--- src/rtl/cache_pkg.sv ---
// cache_pkg: shared word width, refill FSM encoding and saturating increment
`ifndef WORD_LENGTH
`define WORD_LENGTH 32
`endif
package cache_pkg;
    typedef enum logic [1:0] {IDLE, FILL, DONE} state_t;
    localparam int MAX_CNT_WIDTH = 32;
    function automatic logic [MAX_CNT_WIDTH-1:0] sat_inc(input logic [MAX_CNT_WIDTH-1:0] v, input logic [MAX_CNT_WIDTH-1:0] max);
        return (v == max) ? v : v + 1'b1;
    endfunction
endpackage

--- src/rtl/sat_counter.sv ---
// sat_counter: event counter that sticks at all-ones instead of wrapping
module sat_counter
    import cache_pkg::*;
#(
    parameter int CNT_WIDTH = 16
) (
    input  logic                 clk,
    input  logic                 rst,
    input  logic                 i_inc,
    output logic [CNT_WIDTH-1:0] o_count
);
    localparam logic [MAX_CNT_WIDTH-1:0] MAX = MAX_CNT_WIDTH'({CNT_WIDTH{1'b1}});
    logic [CNT_WIDTH-1:0] r_count;
    assign o_count = r_count;
    // count one event per cycle, holding once the maximum is reached
    always_ff @(posedge clk or posedge rst)
        if (rst) r_count <= '0;
        else if (i_inc) r_count <= CNT_WIDTH'(sat_inc(MAX_CNT_WIDTH'(r_count), MAX));
endmodule

--- src/rtl/cache_refill_controller.sv ---
// cache_refill_controller: serves hits from the cache, refills a whole block from RAM on a miss
`ifndef WORD_LENGTH
`define WORD_LENGTH 32
`endif
module cache_refill_controller
    import cache_pkg::*;
#(
    parameter int WORD_LENGTH = `WORD_LENGTH,
    parameter int ADDR_WIDTH  = 15,
    parameter int BLOCK_WORDS = 4,
    parameter int CNT_WIDTH   = 16
) (
    input  logic                   clk,
    input  logic                   rst,
    input  logic                   req,
    input  logic [ADDR_WIDTH-1:0]  address,
    input  logic                   hit,
    input  logic [WORD_LENGTH-1:0] cache_out,
    input  logic [WORD_LENGTH-1:0] ram_rdata,
    input  logic                   ram_ready,
    output logic                   ram_read,
    output logic [ADDR_WIDTH-1:0]  ram_addr,
    output logic                   cache_write,
    output logic [WORD_LENGTH-1:0] cache_wdata,
    output logic [ADDR_WIDTH-1:0]  cache_waddr,
    output logic [WORD_LENGTH-1:0] mem_out,
    output logic                   mem_valid,
    output logic                   busy,
    output logic [CNT_WIDTH-1:0]   hit_count,
    output logic [CNT_WIDTH-1:0]   miss_count
);
    localparam int OFF = $clog2(BLOCK_WORDS);
    state_t                 r_state;
    logic [ADDR_WIDTH-1:0]  r_addr;
    logic [OFF-1:0]         r_beat;
    logic [WORD_LENGTH-1:0] r_word;
    logic [WORD_LENGTH-1:0] r_mem_out;
    logic                   r_mem_valid;
    logic                   w_fill;
    logic                   w_accept;
    assign w_fill      = r_state == FILL;
    assign w_accept    = r_state == IDLE && req;
    assign busy        = r_state != IDLE;
    assign ram_read    = w_fill;
    assign ram_addr    = w_fill ? {r_addr[ADDR_WIDTH-1:OFF], r_beat} : '0;
    assign cache_write = w_fill && ram_ready;
    assign cache_wdata = cache_write ? ram_rdata : '0;
    assign cache_waddr = cache_write ? ram_addr : '0;
    assign mem_out     = r_mem_out;
    assign mem_valid   = r_mem_valid;
    // accept requests in IDLE, walk the block beat by beat in FILL, return the captured word from DONE
    always_ff @(posedge clk or posedge rst) begin
        if (rst) begin
            r_state     <= IDLE;
            r_addr      <= '0;
            r_beat      <= '0;
            r_word      <= '0;
            r_mem_out   <= '0;
            r_mem_valid <= 1'b0;
        end else begin
            r_mem_valid <= 1'b0;
            case (r_state)
                IDLE: if (req) begin
                    r_addr <= address;
                    if (hit) begin
                        r_mem_out   <= cache_out;
                        r_mem_valid <= 1'b1;
                    end else begin
                        r_state <= FILL;
                        r_beat  <= '0;
                    end
                end
                FILL: if (ram_ready) begin
                    r_beat <= r_beat + 1'b1;
                    if (r_beat == r_addr[OFF-1:0]) r_word <= ram_rdata;
                    if (&r_beat) r_state <= DONE;
                end
                DONE: begin
                    r_mem_out   <= r_word;
                    r_mem_valid <= 1'b1;
                    r_state     <= IDLE;
                end
                default: r_state <= IDLE;
            endcase
        end
    end
    sat_counter #(.CNT_WIDTH(CNT_WIDTH)) u_hit_cnt (
        .clk(clk), .rst(rst), .i_inc(w_accept && hit), .o_count(hit_count)
    );
    sat_counter #(.CNT_WIDTH(CNT_WIDTH)) u_miss_cnt (
        .clk(clk), .rst(rst), .i_inc(w_accept && !hit), .o_count(miss_count)
    );
endmodule
--- config.mk ---
export PLATFORM = sky130hd
export DESIGN_NAME = cache_refill_controller
export DESIGN_NICKNAME = d
export VERILOG_FILES = /design/src/rtl/cache_pkg.sv /design/src/rtl/sat_counter.sv /design/src/rtl/cache_refill_controller.sv
export SDC_FILE = /design/constraint.sdc
export NUM_CORES = 1
export LEC_CHECK = 0
export ABC_AREA = 1
export CORE_ASPECT_RATIO = 0.75
export CORE_MARGIN = 3
export CORE_UTILIZATION = 45
export CTS_BUF_LIST = sky130_fd_sc_hd__clkbuf_4 sky130_fd_sc_hd__clkbuf_8
export CTS_CLUSTER_SIZE = 25
export DETAILED_ROUTE_END_ITERATION = 16
export GPL_ROUTABILITY_DRIVEN = 0
export PLACE_DENSITY = 0.89
export SYNTH_ARGS = -nofsm -noshare
export SYNTH_HDL_FRONTEND = slang
export SYNTH_HIERARCHICAL = 1
export SYNTH_SLANG_ARGS = --single-unit
--- constraint.sdc ---
create_clock -name clk -period 5.6 [get_ports clk]
set_input_delay 1.12 -clock clk [delete_from_list [all_inputs] [get_ports clk]]
set_output_delay 1.12 -clock clk [all_outputs]
set_load 0.01 [all_outputs]
==> results.json <==
{
  "status": "finished clean",
  "rows": 37,
  "r2r_cells": 10,
  "cp.depth": 4,
  "grt_max_degree": 98,
  "cts_sinks": 116,
  "holdPathStages": 2,
  "postCtsHoldBufs": 0,
  "slowest_stage": "clkdlybuf4s50_1",
  "drtIter0Drc": 471,
  "grt_pass1_vias": 6090,
  "seqPwrFrac_pct": 35.2,
  "min_period_ps": 4198,
  "worst_pin_slew_ps": 1046,
  "cp_top_family": "buffers and inverters",
  "critPathLaunch": "ram_ready",
  "cts_setup_buffers": 0,
  "io_buffers": 213,
  "hp-class": "reg2reg",
  "max_freq_ghz": 0.2382,
  "ctsResizeCount": 0,
  "die_area_um2": 15660,
  "cp.required_ps": 4480,
  "whs_ps": 472.0,
  "cts_tree": "yes",
  "finalNetCount": 1139,
  "wl_per_cell_um": 15.32,
  "wl_mm": 19.00,
  "grt_setup_unrepaired": "false",
  "regArea_um2": 2903,
  "slew_viol_final": 0,
  "vias_per_cell": 5.079,
  "die_w_um": 143.5,
  "timing.rr.start": "r_state[0]",
  "final_cell_mix": "nand2_1 (279), clkdlybuf4s50_1 (213), dfrtp_1 (116)",
  "htree_levels": 4,
  "io_pins": 214,
  "cp-start-kind": "primary input",
  "multi_input_area_um2": 2800,
  "peakVddDrop_uv": 299.8,
  "syn_avg_cell_area_um2": 7.453,
  "core_region_area_um2": 13800,
  "clkPwrFrac_pct": 21.7,
  "layout-area-overhead-vs-synth_pct": 40.16,
  "fill_cells": 1155,
  "postLayoutSetupSlackWorst_ps": 1402,
  "start_util_pct": 46.25,
  "layout_commonest_cell": "nand2_1",
  "pre_cts_slack_ps": 1424,
  "grt_pass1_wl_mm": 30.02,
  "criticalPathCategory": "in2out",
  "critPathMaxStageDelay_ps": 590,
  "ant_nets": 0,
  "cp_num_buf_inv": 2,
  "skew_ps": 12.52,
  "crit_chain": "clkdlybuf4s50_1, nand3_4, nor2_1, clkdlybuf4s50_1",
  "internal-power_uw": 2465,
  "comb_power_share_pct": 43.1,
  "hold_violations": 0,
  "syn_area_um2": 6380,
  "clk_pin_slew_ps": 60,
  "ys_ff_latch": 116,
  "tns_ps": 0,
  "p_switching_uw": 1540,
  "switching_share_pct": 38.46,
  "report.power.total_uw": 4006,
  "drc": 0,
  "final-setup-viol-count": 0,
  "drive_gt1_share_pct": 7.136,
  "cp_max_fo": 45,
  "antenna_found_initial": 0,
  "leakagePower_uw": 0.004276,
  "hold_start": "r_word[15]",
  "num_antenna_cells": 0,
  "crit_path_end_kind": "output port",
  "clockRootBuffer": "clkbuf_8",
  "ys_types": 28,
  "clockBufferDepth": 2,
  "yosysWarnings": 6,
  "groute.usage.overall_pct": 24.14,
  "min_period_over_period_pct": 74.97,
  "synth.net_count": 943,
  "power_density_nw_per_um2": 447.9,
  "cts-buffers-inserted": 17,
  "drt_pre_antenna_iters": 5,
  "fp.dieH_um": 109.1,
  "max_slew_margin_pct": 30.29,
  "yosysSeqAreaShare_pct": 45.50,
  "syn_inst": 856,
  "cap_viol_max_count": 0,
  "routed-via-count": 6298,
  "cp_common_cell": "clkdlybuf4s50_1",
  "grt_remaining_overflow": 0,
  "clk_latency_ps": 430,
  "dpl.hpwl_mm": 13.30,
  "arrival_ps": 3080
}
[per-stage QoR]
stage          instances  utilization (%)  cell area, um^2
6_report            1240            64.82             8942
3_5_place_dp        1208            61.63             8502
2_1_floorplan        856                -             6380
5_1_grt             1240            64.82             8942
3_3_place_gp        1208            61.63             8502
4_1_cts             1240            64.82             8942
[power groups by stage]
stage,Sequential [uW],Clock [uW],Combinational (uW)
5_1_grt,1450,920,1910
3_3_place_gp,1400,0,1690
6_report,1410,870,1730
3_5_place_dp,1420,0,1730
2_1_floorplan,1430,0,885
4_1_cts,1400,880,1740
[registers in the layout (all words and copies together), names as in the netlist]
name	count
mem_out	32
r_word	32
u_hit_cnt/o_count	16
u_miss_cnt/o_count	16
r_addr	15
r_beat	2
r_state	2
mem_valid	1
[final timing paths]
check	end	slack, ps
min	r_word[15]	470
max in group asynchronous	r_addr[1]	3360
min reg2reg	r_word[15]	470
max reg2reg	u_miss_cnt/o_count[9]	2880
max	cache_wdata[23]	1400
min in group asynchronous	u_hit_cnt/o_count[11]	1180
[Yosys cell counts (all sizes together)]
library cell	instances	area share, %
nand3b	4	0.47
nand3	85	7.1
o21ai	27	2.6
o211ai	32	3.8
inv	115	6.8
dfrtp	116	45
nor3	7	0.55
xnor2	15	2.2
buf	35	3.9
nand4	14	1.6
nand2	291	18
nor2	109	7.2
clkbuf	3	0.20
ha	3	0.59
[cells by family after synthesis]
logic type | Yosys count | share of synthesized area [%]
AND/OR/NAND/NOR | 510 | 34.52
XOR/XNOR | 15 | 2.177
AO/OA/AOI/OAI | 59 | 6.354
buffers and inverters | 153 | 10.86
adder cells (fa/ha/maj) | 3 | 0.5884
flip-flops | 116 | 45.50
[tightest hold or removal path, cell delays in order (launching register included)]
cell     delay (ps)
dfrtp_1         340
nand2_1          50
nand2_1          50
[layer usage]
metal / routed length (um) / up-vias / GRT usage [%]
met5: 0 / - / 0
met4: 168 / 0 / 5.712
met3: 1429 / 15 / 6.225
met2: 8930 / 242 / 40.13
met1: 8472 / 2968 / 31.88
li1: - / 3073 / -
[cell type report]
class / instances / area share [%]
Clock buffer: 20 / 2.938
Inverter: 115 / 4.841
Multi-Input combinational cell: 587 / 31.31
Sequential cell: 116 / 32.46
Tap cell: 175 / 2.449
Timing Repair Buffer: 215 / 24.01
Clock inverter: 12 / 1.987
Note: power is estimated with default switching activity, not from simulation.
